===== config.mk =====
export PLATFORM = sky130hd
export DESIGN_NAME = instr_encoder
export DESIGN_NICKNAME = d
export VERILOG_FILES = /design/src/rtl/instr_encoder.sv
export SDC_FILE = /design/constraint.sdc
export NUM_CORES = 1
export LEC_CHECK = 0
export BUFFER_PORTS_ARGS = -buffer_cell sky130_fd_sc_hd__buf_2
export CAP_MARGIN = 30
export CORE_AREA = 2 2 85 87
export CTS_CLUSTER_SIZE = 8
export DETAILED_ROUTE_END_ITERATION = 6
export DIE_AREA = 0 0 87 89
export PLACE_DENSITY = 0.51
export SYNTH_ARGS = -nofsm -noshare
export SYNTH_HDL_FRONTEND = slang
export SYNTH_SLANG_ARGS = --single-unit
export TNS_END_PERCENT = 50

===== constraint.sdc =====
create_clock -name clk -period 3.1 [get_ports clk]
set_input_delay 0.155 -clock clk [delete_from_list [all_inputs] [get_ports clk]]
set_output_delay 0.155 -clock clk [all_outputs]
set_load 0.01 [all_outputs]

===== src/rtl/instr_encoder.sv =====
`default_nettype none
// ============================================================================
// Module   : instr_encoder
// Purpose  : Program-memory loader for the Jac1-8 core. Accepts decoded
//            instruction fields over a valid/ready handshake, packs them into
//            the 16-bit instruction word and writes consecutive words to
//            program memory starting at address 0. Reserved opcodes abort the
//            session; running past the top address aborts with an overflow.
// Ports    : clk, rst_n                 - clock / async active-low reset
//            start                      - begin a session (IDLE/DONE/ERR only)
//            in_valid, in_ready, in_last- field handshake, last-word marker
//            in_opcode, in_op1, in_op2, in_param - decoded instruction fields
//            pm_wr_en, pm_addr, pm_wr_data      - program-memory write port
//            word_count                 - words written this session
//            done, err, err_code        - sticky session status
// Revision : 1.0 - initial release
// ============================================================================
module instr_encoder #(
  parameter int PC_WIDTH          = 8,
  parameter int PROGRAM_DataWidth = 16,
  parameter int NumOpCodeBits     = 5,
  parameter int SEL_WIDTH         = 2,
  parameter int ParamBits         = 8
) (
  input  logic                         clk,
  input  logic                         rst_n,
  input  logic                         start,
  input  logic                         in_valid,
  output logic                         in_ready,
  input  logic                         in_last,
  input  logic [NumOpCodeBits-1:0]     in_opcode,
  input  logic [SEL_WIDTH-1:0]         in_op1,
  input  logic [SEL_WIDTH-1:0]         in_op2,
  input  logic [ParamBits-1:0]         in_param,
  output logic                         pm_wr_en,
  output logic [PC_WIDTH-1:0]          pm_addr,
  output logic [PROGRAM_DataWidth-1:0] pm_wr_data,
  output logic [PC_WIDTH:0]            word_count,
  output logic                         done,
  output logic                         err,
  output logic [1:0]                   err_code
);

  // Field positions inside the instruction word
  localparam int OPC_LSB = PROGRAM_DataWidth - NumOpCodeBits;
  localparam int OP1_LSB = 8;
  localparam int OP2_LSB = 3;

  localparam logic [PC_WIDTH-1:0] ADDR_MAX = '1;

  localparam logic [1:0] ERR_RESERVED = 2'b01;
  localparam logic [1:0] ERR_OVERFLOW = 2'b10;

  typedef enum logic [2:0] {
    IDLE   = 3'd0,
    ACCEPT = 3'd1,
    WRITE  = 3'd2,
    DONE   = 3'd3,
    ERR    = 3'd4
  } state_t;

  state_t state, state_next;

  logic [PROGRAM_DataWidth-1:0] packed_word;
  logic                         opcode_legal;
  logic                         last_q;

  // --------------------------------------------------------------------------
  // Instruction packing: only the fields belonging to the opcode's class are
  // placed, so unused operand inputs can never leak into the word.
  // --------------------------------------------------------------------------
  always_comb begin
    packed_word  = '0;
    opcode_legal = 1'b1;
    packed_word[OPC_LSB +: NumOpCodeBits] = in_opcode;
    case (in_opcode)
      5'b00000: packed_word = '0;                             // NOP
      5'b00001, 5'b00010, 5'b00011, 5'b00100, 5'b00101,
      5'b00110, 5'b10011, 5'b10100, 5'b10101: begin           // R-class
        packed_word[OP1_LSB +: SEL_WIDTH] = in_op1;
        packed_word[OP2_LSB +: SEL_WIDTH] = in_op2;
      end
      5'b00111, 5'b01000, 5'b01001: begin                     // I-class
        packed_word[OP1_LSB +: SEL_WIDTH] = in_op1;
        packed_word[0 +: ParamBits]       = in_param;
      end
      5'b10000, 5'b10001, 5'b10010: begin                     // J-class
        packed_word[0 +: ParamBits] = in_param;
      end
      default: begin                                          // reserved
        packed_word  = '0;
        opcode_legal = 1'b0;
      end
    endcase
  end

  // --------------------------------------------------------------------------
  // FSM: state register
  // --------------------------------------------------------------------------
  always_ff @(posedge clk or negedge rst_n) begin
    if (!rst_n) begin
      state <= IDLE;
    end else begin
      state <= state_next;
    end
  end

  // FSM: next state and state-decoded outputs. in_ready and pm_wr_en come
  // straight from the state register, so an async reset drops them at once.
  always_comb begin
    state_next = state;
    in_ready   = 1'b0;
    pm_wr_en   = 1'b0;
    case (state)
      IDLE, DONE, ERR: begin
        if (start) state_next = ACCEPT;
      end
      ACCEPT: begin
        in_ready = 1'b1;
        if (in_valid) state_next = opcode_legal ? WRITE : ERR;
      end
      WRITE: begin
        pm_wr_en = 1'b1;
        if (last_q)                  state_next = DONE;
        else if (pm_addr == ADDR_MAX) state_next = ERR;
        else                         state_next = ACCEPT;
      end
      default: state_next = IDLE;
    endcase
  end

  // --------------------------------------------------------------------------
  // Datapath: address, latched word, counters and sticky status
  // --------------------------------------------------------------------------
  always_ff @(posedge clk or negedge rst_n) begin
    if (!rst_n) begin
      pm_addr    <= '0;
      pm_wr_data <= '0;
      last_q     <= 1'b0;
      word_count <= '0;
      done       <= 1'b0;
      err        <= 1'b0;
      err_code   <= 2'b00;
    end else begin
      case (state)
        IDLE, DONE, ERR: begin
          if (start) begin
            pm_addr    <= '0;
            word_count <= '0;
            done       <= 1'b0;
            err        <= 1'b0;
            err_code   <= 2'b00;
          end
        end
        ACCEPT: begin
          if (in_valid) begin
            if (opcode_legal) begin
              pm_wr_data <= packed_word;
              last_q     <= in_last;
            end else begin
              err      <= 1'b1;
              err_code <= ERR_RESERVED;
            end
          end
        end
        WRITE: begin
          word_count <= word_count + (PC_WIDTH+1)'(1);
          if (last_q) begin
            done <= 1'b1;
          end else if (pm_addr == ADDR_MAX) begin
            // Top address reached without a last marker: no wrap.
            err      <= 1'b1;
            err_code <= ERR_OVERFLOW;
          end else begin
            pm_addr <= pm_addr + PC_WIDTH'(1);
          end
        end
        default: ;
      endcase
    end
  end

endmodule
`default_nettype wire


# Word-level counts from Yosys, hierarchy flattened
# Index checks and enable logic that the tools add are counted.
# totals
reg_bits	41
inputBits	22
out_inout_bits	39
elab_cells	87
# classes
n_eq_ne	27
reduce_logical	16
add_sub_neg	2
muxes	34
# op_table
op	count
== test 5 bit (second input constant)	6
2-to-1 mux 8 bit	3
2-to-1 mux 3 bit	7
== test 5 x 3 -> 1 bit (second input constant)	4
one-hot mux 9 bit (2 select lines)	1
one-hot mux 8 bit (2 select lines)	1
OR reduction 16 bit	1
OR reduction 15 bit	1
inequality test 2 bit (second input constant)	7
2-to-1 mux 2 bit	6
OR reduction 12 bit	1
== test 5 x 2 -> 1 bit (second input constant)	2
== test 5 x 4 -> 1 bit (second input constant)	2
adder 9 x 1 -> 9 bit (second input constant)	1
2-to-1 mux 1 bit	9
2-to-1 mux 9 bit	1
one-hot mux 3 bit (3 select lines)	1
OR reduction 9 bit	1
adder 8 x 1 -> 8 bit (second input constant)	1
== test 8 bit (second input constant)	1
== test 3 x 2 -> 1 bit (second input constant)	2
2-to-1 mux 6 bit	1
one-hot mux 2 bit (3 select lines)	1
AND reduction 3 bit	2
other kinds (15)	16

# Longest topological paths before layout
# logic_depth
ltp_word	6
depth_mapped	7
mapped_depth_nobuf	6

# Worst setup path before layout
# OpenSTA, ideal clock, no wires.
# synth_timing
kind	register -> register
startpoint	reg state[1]
endpoint	reg pm_wr_data[7]
setup_time_ns	0.121
path_stages_with_launch	6
period_less_slack_ns	1.848
setup_slack_ns	1.252
path_buffers	1
arrival_ns	1.727
required_time_ns	2.979
path_cell_list	dfrtp_1 or3b_2 a211oi_4 nand2_1 buf_2 a22o_1
# synth_via
elab_chain_len	2
# synth_rtl
element	line_no	rtl
start: declaration	62	state_t state, state_next;
start signal: assignment	104	state <= state_next;
== test 3 x 1 -> 1 bit	145	case (state)
AND reduction 3 bit (no source line)	-	
end signal: assignment	158	pm_wr_data <= packed_word;
end: declaration	37	output logic [PROGRAM_DataWidth-1:0] pm_wr_data,
# No other way between the ends.
# A chain may end at the register's enable or synchronous reset.

# Final worst setup path
# layout_timing
startpoint	reg state[1]
endpoint	reg pm_wr_data[2]
# Same word-level chain as after synthesis.

==> impl_results.md <==
* CTS tree: yes
* Share of post-route cells with drive strength above 1 at 27.92%
* Post-route DRC at 0
* Syn Nets at 227
* Worst Path Buf+Inv at 0
* Clk_skew at 3.660 ps
* Max incr delay on CP at 580 ps
* Req. time, crit path at 3330 ps
* Die W at 87 um
* CTS buffer count at 5
* WL final at 4841 um
* Post-synth ARST share at 100.0%
* Status: complete, no violations
* DRT Pass-1 Iters at 4
* Core ar. at 6719 um^2
* Critical path's slowest cell: or3b_2
* Worst min-delay path class: in2reg
* Seq pwr share at 42.5%
* Via density at 5.026
* Slew Limit Fails at 0
* CTS root buf: clkbuf_8
* Die H at 89 um
* Leakage power at 1.226 nW
* Row count at 30
* # Max-Cap Violations at 0
* Htree depth at 2
* Post-synthesis sequential area ratio at 50.38%
* ANT cells at 0
* Total negative slack at 0 ps
* Vias in the first global route at 1565
* Highest clock rate at 454.3 MHz
* Post-layout min period at 2201 ps
* Routability congestion estimate from global placement at 0.7572
* Crit start category: flip-flop
* Area leader, netlist: dfrtp_1
* Total power at 0.001749 W
* RSZ-0062 raised after global routing: false
* Max Root-Sink Buffers at 2
* Combinational group share of total power at 36.8%
* Sw Share at 37.16%
* Final nets at 288
* Most frequent CP cell: and2_1
* Clk pwr share at 20.7%
* Int Pwr at 0.001099 W
* Count leader, synth: dfrtp_1
* Count of cell types in the netlist at 51
* Crit Path Max Fanout at 11
* Post-DP HPWL at 3465 um
* Crit-path leading delay family: simple AND/OR/NAND/NOR gates
* Avg Synthesized Cell Area at 9.788 um^2
* Synthesized flop and latch total at 40
* Critical path class: reg2reg
* Final period util at 71.00%
* Tightest Pin Transition at 888.1 ps
* Share of the synthesized area in the top cell type at 50.38%
* Number of synthesized flops with an enable pin at 0
* Die ar. at 7743 um^2
* Number of port buffers at 59
* I/O pin cnt at 61
* Relative slew slack at 40.79%
* Worst vdd ir at 0.1735 mV
* P_sw at 0.0006502 W
* WL/cell at 14.03 um
* CP endpoint kind: flip-flop
* Initial core utilization at 29.57%
* Synth Cell Area at 1987 um^2
* Worst-skew pair later-pin latency at 290 ps
* Synth area leaders: dfrtp_1, nand2_1, o21ai_0
* YS warnings at 0
* Worst-path clk slew at 80 ps
* Area growth, synth to finish at 24.37%
* Mapped Cells at 203
* Pin count of the biggest net entering global routing at 41
* Dominant synthesized flop cell: dfrtp_1
* First-pass GRT wire length at 7872 um
* Critical Path AT at 2430 ps
* ANT nets after route at 0
* PwrDens at 708.0 nW/um^2
* Global-route usage over all layers at 13.10%
* Final setup fails at 0
* Synth top cells by count: dfrtp_1, nand2_1, o21ai_0, nor2_1, a21oi_1
* CP Cell Sequence: or3b_2, a211oi_4, and2_1, and2_1, a22o_1
* Final hold violation count at 0
* Initial drt markers at 85
* Routed via count at 1734
* Total grt overflow at 0
* Antenna violations before repair at 0
* # clock sinks at 40
## worst paths after layout
| check | start | to | slack (ps) | depth (start not counted) |
|---|---|---|---|---|
| min | in_last | last_q | 60 | 3 |
| max in group asynchronous | rst_n | err_code[1] | 2520 | 3 |
| min reg2reg | pm_wr_data[13] | pm_wr_data[13] | 470 | 2 |
| min in group asynchronous | rst_n | word_count[5] | 180 | 2 |
| max reg2reg | state[1] | pm_wr_data[2] | 900 | 5 |
| max | state[1] | pm_wr_data[2] | 900 | 5 |
## power by group through the flow
stage               Clock, W  Sequential, W  Combinational [W]
floorplan                  0       0.000794           0.000364
global placement           0       0.000755           0.000644
detailed placement         0       0.000756           0.000651
CTS                 0.000375       0.000746           0.000653
global route        0.000396       0.000769           0.000737
finish              0.000361       0.000744           0.000644
## logic make-up (layout without fill, tap and decap cells)
kind of cell	Yosys count	in the layout	share of synthesized area, %
flip-flops	40	40	50.38
buffers and inverters	11	73	2.644
AND/OR/NAND/NOR	77	77	19.46
other	1	1	0.1887
XOR/XNOR	7	7	3.086
multiplexers	1	1	0.5038
adder cells (fa/ha/maj)	2	2	1.259
AO/OA/AOI/OAI	64	64	22.48
## registers in the layout, summed over array words and instances (netlist names)
signal,count
err,1
last_q,1
err_code,2
done,1
state,3
pm_wr_data,15
word_count,9
pm_addr,8
## cells in the final DEF, fill, tap and decap left out, types with 2 or more instances in the layout
cell type and n:
buf_2 59, dfrtp_1 40, nand2_1 28, o21ai_0 21
nor2_1 14, a21oi_1 12, a22o_1 8, nand3_1 7
xnor2_1 7, clkbuf_8 6, nand4_1 5, and2_1 4
nor2b_1 3, and3_1 3, nand2b_1 3, inv_1 2
o21a_1 2, o211ai_1 2, a32oi_1 2, a31oi_1 2
ha_1 2, clkinv_2 2
## repair_timing
action | 4_1_cts | 5_1_grt
hold buffers | 0 | 1
endpoints found under the hold margin | 0 | 40
buffers inserted | 0 | 0
gates resized for setup | 0 | 0
## final cells by class
type | count | area, um^2
multi-input combinational | 152 | 933.4
clock inverter | 2 | 10.01
tap | 80 | 100.1
clock buffer | 6 | 82.58
fill | 729 | 4248
sequential | 40 | 1001
timing repair buffer | 62 | 332.8
inverter | 3 | 11.26
## metrics by stage
step / hold WS, ps / utilization (%) / setup slack [ps] / instances / cell area (um^2)
6_report: 63.41 / 36.78 / 898.9 / 345 / 2471
5_1_grt: 70.04 / 36.78 / 755.0 / 345 / 2471
4_1_cts: 28.87 / 36.33 / 895.1 / 343 / 2441
3_5_place_dp: 349.9 / 34.95 / 916.5 / 335 / 2349
3_3_place_gp: 354.3 / 34.95 / 979.5 / 335 / 2349
2_1_floorplan: -140.6 / - / 1252 / 203 / 1987
## worst min-delay path, delay by kind of cell
kind / cells / cell delay, ps
buffers and inverters: 1 / 80
AND/OR/NAND/NOR: 2 / 90
## routing by layer
layer  part of all wire [%]  track usage, %
met5                      0               0
met4                    1.6           5.114
met3                    5.6           4.063
met2                     44           18.88
met1                     48           18.32
Power figures use the tool's default switching activity.
